<file path="src/rtl/conv1_ctrl.sv">
// conv1_ctrl -- sequencer for the Convolution 1 layer.
//
// Steps two filter lanes over OUT_PIXELS output positions. For each position
// it clears the MAC accumulators, streams TAPS kernel-tap indices, waits out
// the MAC pipeline (MAC_LAT cycles), then issues one write per lane into the
// conv1 output memory (lane 0 at BASE0+pix, lane 1 at BASE1+pix).
//
// Ports:
//   clk        in   system clock
//   reset      in   asynchronous, active-high reset
//   start      in   one-cycle pulse, begins a layer run when idle
//   mem_ready  in   output memory accepts writes this cycle
//   busy       out  high from start acceptance until done
//   done       out  sticky completion flag, cleared by next accepted start
//   mac_clear  out  clear both lane accumulators
//   mac_en     out  accumulate the current tap
//   tap_idx    out  [4:0] kernel tap index
//   pix_idx    out  [9:0] current output position
//   wr_en      out  write strobe common to both lanes (state & mem_ready)
//   addr0      out  [9:0] lane 0 write address
//   addr1      out  [9:0] lane 1 write address
//   stall_cnt  out  [15:0] saturating count of stalled WRITE cycles
//                   (present only with CONV1_CTRL_STALL_CNT_EN defined)
//
// Optional feature macro: CONV1_CTRL_STALL_CNT_EN

module conv1_ctrl #(
    parameter int unsigned TAPS       = 25,
    parameter int unsigned OUT_PIXELS = 144,
    parameter int unsigned BASE0      = 0,
    parameter int unsigned BASE1      = 144,
    parameter int unsigned MAC_LAT    = 2
) (
    input  logic        clk,
    input  logic        reset,
    input  logic        start,
    input  logic        mem_ready,
    output logic        busy,
    output logic        done,
    output logic        mac_clear,
    output logic        mac_en,
    output logic [4:0]  tap_idx,
    output logic [9:0]  pix_idx,
    output logic        wr_en,
    output logic [9:0]  addr0,
    output logic [9:0]  addr1
`ifdef CONV1_CTRL_STALL_CNT_EN
    ,
    output logic [15:0] stall_cnt
`endif
);

    localparam logic [4:0] TAP_LAST = 5'(TAPS - 1);
    localparam logic [9:0] PIX_LAST = 10'(OUT_PIXELS - 1);
    localparam logic [9:0] BASE0_A  = 10'(BASE0);
    localparam logic [9:0] BASE1_A  = 10'(BASE1);
    localparam int unsigned FLUSH_W = (MAC_LAT > 1) ? $clog2(MAC_LAT) : 1;
    localparam logic [FLUSH_W-1:0] FLUSH_LAST = FLUSH_W'(MAC_LAT - 1);

    // Address adds are 10-bit and must never wrap; tap index is 5-bit.
    if (TAPS < 1 || TAPS > 32 || OUT_PIXELS < 1 ||
        BASE0 + OUT_PIXELS - 1 > 1023 || BASE1 + OUT_PIXELS - 1 > 1023) begin : g_param_check
        $error("conv1_ctrl: parameters exceed 10-bit address or 5-bit tap range");
    end

    typedef enum logic [2:0] {
        IDLE,
        CLEAR,
        ACC,
        FLUSH,
        WRITE,
        NEXT
    } state_t;

    state_t               state_q, state_d;
    logic [4:0]           tap_q, tap_d;
    logic [9:0]           pix_q, pix_d;
    logic [9:0]           addr0_q, addr0_d;
    logic [9:0]           addr1_q, addr1_d;
    logic [FLUSH_W-1:0]   flush_q, flush_d;
    logic                 done_q, done_d;
    logic                 busy_q, busy_d;
    logic                 mac_clear_q, mac_clear_d;
    logic                 mac_en_q, mac_en_d;

    always_comb begin
        state_d = state_q;
        tap_d   = tap_q;
        pix_d   = pix_q;
        addr0_d = addr0_q;
        addr1_d = addr1_q;
        flush_d = flush_q;
        done_d  = done_q;

        case (state_q)
            IDLE: begin
                if (start) begin
                    state_d = CLEAR;
                    tap_d   = '0;
                    pix_d   = '0;
                    addr0_d = BASE0_A;
                    addr1_d = BASE1_A;
                    done_d  = 1'b0;
                end
            end
            CLEAR: begin
                state_d = ACC;
            end
            ACC: begin
                if (tap_q == TAP_LAST) begin
                    flush_d = '0;
                    state_d = (MAC_LAT == 0) ? WRITE : FLUSH;
                end else begin
                    tap_d = tap_q + 5'd1;
                end
            end
            FLUSH: begin
                if (flush_q == FLUSH_LAST) begin
                    state_d = WRITE;
                end else begin
                    flush_d = flush_q + 1'b1;
                end
            end
            WRITE: begin
                if (mem_ready) begin
                    if (pix_q == PIX_LAST) begin
                        state_d = IDLE;
                        done_d  = 1'b1;
                    end else begin
                        state_d = NEXT;
                    end
                end
            end
            NEXT: begin
                // Index and addresses advance on leaving NEXT so the tap
                // index is already back at 0 when CLEAR is presented.
                state_d = CLEAR;
                tap_d   = '0;
                pix_d   = pix_q + 10'd1;
                addr0_d = addr0_q + 10'd1;
                addr1_d = addr1_q + 10'd1;
            end
            default: begin
                state_d = IDLE;
            end
        endcase

        // Registered strobes are decoded from the next state so they line up
        // with the state they belong to.
        busy_d      = (state_d != IDLE);
        mac_clear_d = (state_d == CLEAR);
        mac_en_d    = (state_d == ACC);
    end

    always_ff @(posedge clk or posedge reset) begin
        if (reset) begin
            state_q     <= IDLE;
            tap_q       <= '0;
            pix_q       <= '0;
            addr0_q     <= BASE0_A;
            addr1_q     <= BASE1_A;
            flush_q     <= '0;
            done_q      <= 1'b0;
            busy_q      <= 1'b0;
            mac_clear_q <= 1'b0;
            mac_en_q    <= 1'b0;
        end else begin
            state_q     <= state_d;
            tap_q       <= tap_d;
            pix_q       <= pix_d;
            addr0_q     <= addr0_d;
            addr1_q     <= addr1_d;
            flush_q     <= flush_d;
            done_q      <= done_d;
            busy_q      <= busy_d;
            mac_clear_q <= mac_clear_d;
            mac_en_q    <= mac_en_d;
        end
    end

    assign busy      = busy_q;
    assign done      = done_q;
    assign mac_clear = mac_clear_q;
    assign mac_en    = mac_en_q;
    assign tap_idx   = tap_q;
    assign pix_idx   = pix_q;
    assign addr0     = addr0_q;
    assign addr1     = addr1_q;
    // Combinational so a stalled WRITE produces exactly one strobe when ready.
    assign wr_en     = (state_q == WRITE) && mem_ready;

`ifdef CONV1_CTRL_STALL_CNT_EN
    logic [15:0] stall_cnt_q, stall_cnt_d;

    always_comb begin
        stall_cnt_d = stall_cnt_q;
        if (state_q == IDLE && start) begin
            stall_cnt_d = '0;
        end else if (state_q == WRITE && !mem_ready && stall_cnt_q != '1) begin
            stall_cnt_d = stall_cnt_q + 16'd1;
        end
    end

    always_ff @(posedge clk or posedge reset) begin
        if (reset) begin
            stall_cnt_q <= '0;
        end else begin
            stall_cnt_q <= stall_cnt_d;
        end
    end

    assign stall_cnt = stall_cnt_q;
`endif

endmodule

</file>
<file path="config.mk">
export PLATFORM = sky130hd
export DESIGN_NAME = conv1_ctrl
export DESIGN_NICKNAME = d
export VERILOG_FILES = /design/src/rtl/conv1_ctrl.sv
export SDC_FILE = /design/constraint.sdc
export NUM_CORES = 1
export LEC_CHECK = 0
export CAP_MARGIN = 20
export CELL_PAD_IN_SITES_DETAIL_PLACEMENT = 0
export CELL_PAD_IN_SITES_GLOBAL_PLACEMENT = 1
export CORE_MARGIN = 2
export CORE_UTILIZATION = 39
export CTS_CLUSTER_DIAMETER = 40
export DETAILED_ROUTE_END_ITERATION = 7
export PLACE_DENSITY = 0.77
export SETUP_SLACK_MARGIN = 0.5
export SLEW_MARGIN = 10
export SYNTH_ARGS = -nofsm -noshare
export SYNTH_HDL_FRONTEND = slang
export SYNTH_SLANG_ARGS = --single-unit
</file>
<file path="constraint.sdc">
create_clock -name clk -period 2.2 [get_ports clk]
set_input_delay 0.44 -clock clk [delete_from_list [all_inputs] [get_ports clk]]
set_output_delay 0.44 -clock clk [all_outputs]
set_load 0.01 [all_outputs]
</file>
==> run summary, run 1 <==
PLACE
----------------------------------------------------------------------------------
HPWL after detailed placement                                              3.04 mm
Number of buffer cells added on primary ports                                   43
Global placement routability congestion                                      0.766

GLOBAL ROUTE
----------------------------------------------------------------------------------
Global-route wire length before repair                                     7.63 mm
Number of global-route vias before repair                                     1633
Largest net degree at the start of global routing                               44
Total global routing track utilization                                       0.163
Global route overflow                                                            0
Antenna violations before repair                                                 0

CLOCK TREE
----------------------------------------------------------------------------------
Clock tree from TritonCTS                                                     done
CTS clk-pin slew, worst paths                                              0.08 ns
Max H-tree Level                                                                 2
Inserted Clock Buffers                                                           5
Number of buffers on the longest clock path                                      2
Clock Sinks                                                                     43
Clock latency of the later-clocked register in the worst-skew pair         0.29 ns
Clk Tree Root Cell                                                        clkbuf_8

YOSYS
----------------------------------------------------------------------------------
Synthesized-area fraction occupied by ao, oa, aoi and oai cells             0.0958
Number of synthesized flops with an enable pin                                   0
Total number of yosys warnings                                                   0
Most common flop cell mapped by yosys                                      dfrtp_1
Share of the synthesized area in the top cell type                           0.501
Post-synthesis xor/xnor area fraction                                       0.0128
Distinct cell type count of the synthesized netlist                             38
Post-synthesis area per instance                                          10.5 um2
Synthesized instance count                                                     196
Net Count, Synth                                                               205
Largest family of logic cells by synthesized area                     simple AND/OR/NAND/NOR gates
Simple-Gate Fraction of Synth Area                                           0.233
Area contributors post-synth                                          dfrtp_1 (50%), mux2i_1 (7.3%), nand2_1 (5.9%)
Cell type with the largest total area after synthesis                      dfrtp_1
Post-synthesis sequential area ratio                                         0.526
Async set or reset register ratio after synthesis                             1.00
Proportion of synthesized area in mux cells                                 0.0733
Total of flip-flops plus latches after synthesis                                43
Cell area after technology mapping                                        2050 um2
Synth Area in Adders                                                        0.0305

FLOORPLAN
----------------------------------------------------------------------------------
Area inside the core boundary                                             5070 um2
I/O pins                                                                        44
Chip width                                                                 76.5 um
Die H                                                                      76.5 um
Total die area                                                            5850 um2
Initial core utilization                                                     0.404
Total number of placement rows                                                  26

STA
----------------------------------------------------------------------------------
Achievable Freq                                                            524 MHz
Endpoints failing hold                                                           0
Final Setup Violations                                                           0
Worst setup skew after layout                                           0.00418 ns
Setup repair after global routing missed its margin                           true
Final total negative setup slack                                              0 ns
Ratio of final minimum period to clock period                                0.868
Pins over their slew limit                                                       0
Final worst path period need                                               1.91 ns
Relative max-transition margin                                               0.760
Transition at the pin with the smallest max-transition slack              0.359 ns

SETUP PATH
----------------------------------------------------------------------------------
Slowest library cell on the worst path                                      or4b_4
Crit-path leading delay family                                        simple AND/OR/NAND/NOR gates
Endpoint class of the critical path                                      flip-flop
Maximum fanout along the worst path                                              3
Critical Path RT                                                           2.37 ns
Critical setup path kind                                              flip-flop to flip-flop
Critical path buffer and inverter count                                          0
Type of element launching the critical path                              flip-flop
Largest stage delay on the critical path                                   0.53 ns
Crit path arrival time                                                     2.08 ns
Critical path cell sequence                                           or4b_4, nor4_4, o2111ai_2, or3_1

POWER AND IR DROP
----------------------------------------------------------------------------------
Static Leak                                                                1.57 nW
Post-route total power                                                     2.97 mW
Pwr per Cell Area                                                      1010 nW/um2
Peak ir drop on the vdd network                                             497 uV

STATUS
----------------------------------------------------------------------------------
Result of the run                                                     finished, final reports clean

ROUTE
----------------------------------------------------------------------------------
Count of vias placed by the detailed router                                   1758
Remaining antenna violation count                                                0
Wire length after detailed routing                                         4.85 mm
Number of vias per cell after detailed routing                                5.07
Drc violations                                                                   0
Drt first pass iters                                                             4
Routed wire length per instance                                            14.0 um
DRC marker count from the first detailed-route iteration                        70

FINAL LAYOUT
----------------------------------------------------------------------------------
Most common cell after layout, fill and taps aside                         dfrtp_1
Relative area change from synthesis to final layout                          43.8%
Share of final-layout standard cells stronger than drive strength 1          0.224
Commonest non-fill, non-tap cells in the layout                       dfrtp_1 (37), buf_4 (35), nand2_1 (32)
Layout Nets                                                                    285
Antenna Cells                                                                    0

FLOW RUN
----------------------------------------------------------------------------------
Max Cap Violations                                                               0

HOLD PATH
----------------------------------------------------------------------------------
Hold WC Path Type                                                     input pin to flip-flop

synth_stat cells, drive strengths merged (2+ instances only):
cell type  instances
nor2               9
a21oi              3
nand2             32
dfstp              2
o31ai              2
nand3             12
dfrtp             41
buf                2
or3                3
and4               2
o211ai             2
xor2               2
nand4b             2
a31oi              3
nand4              8
a211oi             2
o21ai             11
and3               7
inv                8
nand3b             2
a22o               4
clkbuf             5
ha                 5
mux2i             15
layout make-up:
type	count	area, um2
tap	70	87.6
fill	464	2130
sequential	43	1080
multi-input combinational	139	957
clock buffer	7	76.3
clock inverter	1	5.00
inverter	8	30.0
timing repair buffer	79	708
cell families after synthesis:
logic type               Yosys count
buffers and inverters             15
AND/OR/NAND/NOR                   86
flip-flops                        43
adder cells (fa/ha/maj)            5
AO/OA/AOI/OAI                     29
multiplexers                      15
XOR/XNOR                           3
layer usage:
metal / vias to the layer above / global-route usage / routed length (um)
met1: 843 / 0.217 / 2220
li1: 867 / - / -
met4: 0 / 0.0709 / 85
met3: 8 / 0.0284 / 237
met5: - / 0 / 0
met2: 40 / 0.261 / 2300
registers in the layout, summed over array words and instances (netlist names), 3 cells and up:
register  cells
addr1        10
addr0        10
tap_idx       5
state_q       3
pix_idx      10
worst paths after layout:
kind / to / from / depth (start not counted) / slack [ns]
hold / removal: state_q[2] / mem_ready / 2 / 0.42
min in group asynchronous: addr0[9] / reset / 3 / 0.50
setup / recovery: busy / pix_idx[4] / 4 / 0.29
hold reg to reg: addr1[9] / addr1[9] / 1 / 0.47
setup reg to reg: busy / pix_idx[4] / 4 / 0.29
max in group asynchronous: addr1[7] / reset / 3 / 1.43
power by group:
| part | internal (mW) | total (mW) | switching, mW |
|---|---|---|---|
| Combinational | 0.685 | 1.33 | 0.648 |
| Sequential | 0.991 | 1.16 | 0.171 |
| Clock | 0.223 | 0.481 | 0.258 |
timing repair:
item                                    CTS  global route
resized for setup                        19            14
setup buffers                            16            13
hold buffers                              0             0
pin swaps                                 5             2
endpoints found under the setup margin   43            22
gates cloned                              0             1
through the flow:
step           cell area [um2]  utilization  hold slack, ns  setup slack [ns]  std cells
2_1_floorplan             2050            -           0.503             0.386        196
3_3_place_gp              2610        0.513           0.459             0.115        309
3_5_place_dp              2610        0.513           0.466             0.109        309
4_1_cts                   2800        0.552           0.477             0.274        333
5_1_grt                   2950        0.581           0.437             0.202        347
6_report                  2950        0.581           0.419             0.291        347
No activity file was read; power rests on OpenSTA's default activity.
==> run 2: changes to the inputs <==
MAX_ROUTING_LAYER = met4   (was default)
==> run 2 against run 1 <==
  * Clock skew is essentially flat
  * Largest power group unchanged
  * Via count down 0.63%
  * Sequential power hardly changed
  * Clock power is essentially flat
  * Non-clock buffer count is the same
  * Global-route usage up 0.47 points
  * Hold slack is essentially flat
  * Cell count stayed put
  * Setup slack gained 0.00083 ns
  * Critical path type unchanged
==> run summary, run 2 (same netlist as run 1, synthesis figures left out) <==
STA
----------------------------------------------------------------------------------
Final Setup Violations                                                           0
Relative max-transition margin                                               0.760
Transition at the pin with the smallest max-transition slack              0.359 ns
Worst setup skew after layout                                           0.00443 ns
Pins over their slew limit                                                       0
Endpoints failing hold                                                           0
Setup repair after global routing missed its margin                           true
Final worst path period need                                               1.91 ns
Ratio of final minimum period to clock period                                0.867
Final total negative setup slack                                              0 ns
Achievable Freq                                                            524 MHz

FLOORPLAN
----------------------------------------------------------------------------------
Total number of placement rows                                                  26
Area inside the core boundary                                             5070 um2
Die H                                                                      76.5 um
I/O pins                                                                        44
Initial core utilization                                                     0.404
Total die area                                                            5850 um2
Chip width                                                                 76.5 um

GLOBAL ROUTE
----------------------------------------------------------------------------------
Number of global-route vias before repair                                     1632
Global-route wire length before repair                                     7.63 mm
Largest net degree at the start of global routing                               44
Total global routing track utilization                                       0.167
Antenna violations before repair                                                 0
Global route overflow                                                            0

CLOCK TREE
----------------------------------------------------------------------------------
Clk Tree Root Cell                                                        clkbuf_8
Post-CTS Hold Fix Bufs                                                           0
Clock tree from TritonCTS                                                     done
Clock latency of the later-clocked register in the worst-skew pair         0.29 ns
Clock Sinks                                                                     43
Inserted Clock Buffers                                                           5
Number of buffers on the longest clock path                                      2
Max H-tree Level                                                                 2
CTS clk-pin slew, worst paths                                              0.08 ns

ROUTE
----------------------------------------------------------------------------------
Drc violations                                                                   0
DRC marker count from the first detailed-route iteration                        72
Remaining antenna violation count                                                0
Number of vias per cell after detailed routing                                5.03
Wire length after detailed routing                                         4.85 mm
Count of vias placed by the detailed router                                   1747
Drt first pass iters                                                             4
Routed wire length per instance                                            14.0 um

STATUS
----------------------------------------------------------------------------------
Result of the run                                                     finished, final reports clean

FINAL LAYOUT
----------------------------------------------------------------------------------
Layout fillers                                                                 464
Antenna Cells                                                                    0
Combined area of the multi-input logic cells                               957 um2
Share of final-layout standard cells stronger than drive strength 1          0.224
Relative area change from synthesis to final layout                          43.8%
Commonest non-fill, non-tap cells in the layout                       dfrtp_1 (37), buf_4 (35), nand2_1 (32)
Layout Nets                                                                    285
Most common cell after layout, fill and taps aside                         dfrtp_1
Combined flip-flop and latch cell area                                    1080 um2

SETUP PATH
----------------------------------------------------------------------------------
Type of element launching the critical path                              flip-flop
Critical Path RT                                                           2.37 ns
Critical path buffer and inverter count                                          0
Crit-path leading delay family                                        simple AND/OR/NAND/NOR gates
Endpoint class of the critical path                                      flip-flop
Register-to-register setup slack                                           0.29 ns
Critical path cell sequence                                           or4b_4, nor4_4, o2111ai_2, or3_1
Crit path arrival time                                                     2.08 ns
Largest stage delay on the critical path                                   0.53 ns
Worst reg2reg path endpoint                                                   busy
R2R Path Start                                                          pix_idx[4]
Maximum fanout along the worst path                                              3
Cell depth of the worst flop-to-flop path                                        4
Slowest library cell on the worst path                                      or4b_4
Critical setup path kind                                              flip-flop to flip-flop

FLOW RUN
----------------------------------------------------------------------------------
Max Cap Violations                                                               0

HOLD PATH
----------------------------------------------------------------------------------
Worst hold path depth                                                            2
Hold WC Path Type                                                     input pin to flip-flop
Hold path endpoint                                                      state_q[2]
Worst hold start                                                         mem_ready

POWER AND IR DROP
----------------------------------------------------------------------------------
Static Leak                                                                1.57 nW
Peak ir drop on the vdd network                                             497 uV
Post-route total power                                                     2.98 mW
Pwr per Cell Area                                                      1010 nW/um2

PLACE
----------------------------------------------------------------------------------
Global placement routability congestion                                      0.777
Number of buffer cells added on primary ports                                   43
HPWL after detailed placement                                              3.04 mm

==> run 2: worst max-delay path by stage <==
stage | startpoint | end | cells after the start
final | pix_idx[4] | busy | 4
after global routing | pix_idx[5] | busy | 4
after CTS | pix_idx[5] | busy | 4
after detailed placement | mem_ready | wr_en | 4
after global placement | mem_ready | wr_en | 4
after floorplan | pix_idx[4] | busy | 4
==> run 2: timing repair <==
item | CTS | global route
resized for setup | 19 | 14
pin swaps | 5 | 2
endpoints found under the setup margin | 43 | 22
setup buffers | 16 | 13
cloned | 0 | 1
==> run 2: final cells by class <==
cell class,instances,area share
Clock inverter,1,0.00170
Clock buffer,7,0.0259
Inverter,8,0.0102
Tap cell,70,0.0297
Timing Repair Buffer,79,0.240
Sequential cell,43,0.368
Multi-Input combinational cell,139,0.325
==> run 2: routing by layer <==
layer	up-vias	part of all wire	track usage
met4	0	0.018	0.0709
met1	839	0.47	0.220
met5	-	0	-
met3	8	0.039	0.0237
li1	866	-	-
met2	34	0.48	0.261
==> run 2: through the flow <==
step / utilization / worst slack (ns) / hold slack (ns) / instances / area, um2
finish: 0.581 / 0.292 / 0.419 / 347 / 2950
global route: 0.581 / 0.202 / 0.437 / 347 / 2950
CTS: 0.552 / 0.274 / 0.477 / 333 / 2800
detailed placement: 0.513 / 0.109 / 0.466 / 309 / 2610
global placement: 0.513 / 0.115 / 0.459 / 309 / 2610
floorplan: - / 0.386 / 0.503 / 196 / 2050
==> run 2: power by group <==
part | switching [mW] | internal (mW)
clock network | 0.259 | 0.223
logic | 0.649 | 0.685
registers | 0.171 | 0.991
==> run 3: changes to the inputs <==
CORE_UTILIZATION = 35   (was 39)
PLACE_DENSITY = 0.73   (was 0.77)
clock period = 1.7 ns   (was 2.2 ns; I/O delays follow)
==> run 3 against run 2 <==
  * The flow now finishes with violations (setup timing)
  * Fmax increased by 4.8%
  * Global-route usage up 3.1 points
  * Core utilization up 8.4 points
  * Clock skew increased by 0.0039 ns
  * Hold slack worse by 0.032 ns
  * Clock power increased by 69%
  * First-iteration DRC count rose by 58%
  * Flip-flop and latch count stayed put
==> run summary, run 3 (same netlist as run 1, synthesis figures left out) <==
GLOBAL ROUTE
----------------------------------------------------------------------------------
Number of global-route vias before repair                                     2073
Total global routing track utilization                                       0.198
Antenna violations before repair                                                 0
Global-route wire length before repair                                     9.65 mm
Global route overflow                                                            0
Largest net degree at the start of global routing                               20

FINAL LAYOUT
----------------------------------------------------------------------------------
Layout Nets                                                                    334
Antenna Cells                                                                    0
Relative area change from synthesis to final layout                          80.8%
Combined flip-flop and latch cell area                                    1080 um2
Combined area of the multi-input logic cells                              1210 um2
Share of final-layout standard cells stronger than drive strength 1          0.635
Utilization after layout                                                     0.665
Most common cell after layout, fill and taps aside                           buf_6
Post-route cell area                                                      3710 um2
Commonest non-fill, non-tap cells in the layout                       buf_6 (50), buf_4 (47), dfrtp_1 (38)
Layout fillers                                                                 467

PLACE
----------------------------------------------------------------------------------
Global placement routability congestion                                      0.774
HPWL after detailed placement                                              3.36 mm
Post-place instance area                                                  2800 um2
Number of buffer cells added on primary ports                                   43

ROUTE
----------------------------------------------------------------------------------
DRC marker count from the first detailed-route iteration                       114
Number of vias per cell after detailed routing                                5.00
Count of vias placed by the detailed router                                   1990
Routed wire length per instance                                            15.1 um
Wire length after detailed routing                                         6.01 mm
Drc violations                                                                   0
Remaining antenna violation count                                                0
Drt first pass iters                                                             4

STA
----------------------------------------------------------------------------------
Final total negative setup slack                                         -0.170 ns
Relative max-transition margin                                               0.725
Endpoints failing hold                                                           0
Ratio of final minimum period to clock period                                 1.07
Pins over their slew limit                                                       0
Setup repair after global routing missed its margin                           true
Worst setup skew after layout                                           0.00828 ns
Final worst path period need                                               1.82 ns
Setup ws final                                                           -0.120 ns
Achievable Freq                                                            549 MHz
Transition at the pin with the smallest max-transition slack              0.411 ns
Final Setup Violations                                                           3

POWER AND IR DROP
----------------------------------------------------------------------------------
Pwr per Cell Area                                                      1420 nW/um2
Peak ir drop on the vdd network                                            1190 uV
Post-route total power                                                     5.26 mW
Static Leak                                                                1.91 nW

FLOORPLAN
----------------------------------------------------------------------------------
Total number of placement rows                                                  27
Initial core utilization                                                     0.368
Total die area                                                            6480 um2
Chip width                                                                 80.5 um
Die H                                                                      80.5 um
Area inside the core boundary                                             5570 um2
I/O pins                                                                        44

SETUP PATH
----------------------------------------------------------------------------------
Critical setup path kind                                              flip-flop to flip-flop
Maximum fanout along the worst path                                              3
Endpoint class of the critical path                                      flip-flop
Crit path arrival time                                                     2.00 ns
Critical Path RT                                                           1.88 ns
Type of element launching the critical path                              flip-flop

HOLD PATH
----------------------------------------------------------------------------------
Hold WC Path Type                                                     input pin to asynchronous set/reset pin

FLOW RUN
----------------------------------------------------------------------------------
Max Cap Violations                                                               0

CLOCK TREE
----------------------------------------------------------------------------------
CTS clk-pin slew, worst paths                                              0.09 ns
Max H-tree Level                                                                 2
Inserted Clock Buffers                                                           5
Clock tree from TritonCTS                                                     done
Clock latency of the later-clocked register in the worst-skew pair         0.30 ns
Clock Sinks                                                                     43
Clk Tree Root Cell                                                        clkbuf_8
Number of buffers on the longest clock path                                      2

STATUS
----------------------------------------------------------------------------------
Result of the run                                                     finished, violations left
Violated checks                                                       setup timing

run 3: final cells by class:
| type | instances | share of cell area |
|---|---|---|
| clock buffers | 5 | 0.0186 |
| clock inverters | 3 | 0.0118 |
| inverters | 8 | 0.0111 |
| multi-input cells | 138 | 0.326 |
| flip-flops and latches | 43 | 0.292 |
| well taps | 72 | 0.0243 |
| repair buffers | 129 | 0.316 |
run 3: path summary, 6_finish.rpt:
check / end / depth (start not counted) / startpoint / slack (ns)
max in group asynchronous: pix_idx[6] / 3 / reset / 0.86
min: pix_idx[1] / 2 / reset / 0.39
max reg2reg: busy / 4 / pix_idx[4] / -0.12
min in group clk: done / 2 / done / 0.51
min reg2reg: done / 2 / done / 0.51
max: busy / 4 / pix_idx[4] / -0.12
run 3: metrics by stage:
stage | std cells | hold slack, ns | setup WS (ns)
2_1_floorplan | 196 | 0.337 | -0.112
3_3_place_gp | 329 | 0.469 | -0.164
3_5_place_dp | 329 | 0.463 | -0.170
4_1_cts | 387 | 0.391 | -0.105
5_1_grt | 398 | 0.409 | -0.179
6_report | 398 | 0.387 | -0.120
run 3: repair_timing:
item | in CTS | in global routing
setup endpoints to repair | 83 | 74
hold buffers | 0 | 0
pin swaps | 39 | 20
gates resized for setup | 257 | 45
hold endpoints to repair | 0 | 0
buffers inserted | 49 | 11
gates cloned | 1 | 0
run 3: critical path, stage by stage (launching register included):
cell       delay [ns]
dfrtp_2          0.41
or4b_4           0.55
nor4_4           0.22
o2111ai_2        0.15
or3_1            0.38
run 3: routing by layer:
| layer | vias to the layer above | global-route usage | wire, um |
|---|---|---|---|
| met4 | 0 | 0.0559 | 70 |
| met2 | 40 | 0.333 | 3220 |
| met1 | 978 | 0.245 | 2480 |
| met5 | - | - | 0 |
| li1 | 963 | - | - |
| met3 | 9 | 0.0393 | 236 |
run 3: power breakdown:
group / total (mW) / internal, mW / switching, mW / leakage [nW]
Combinational: 2.99 / 1.64 / 1.35 / 1.28
Sequential: 1.45 / 1.28 / 0.172 / 0.569
Clock: 0.814 / 0.438 / 0.376 / 0.0581
Total: 5.26 / 3.36 / 1.90 / 1.91
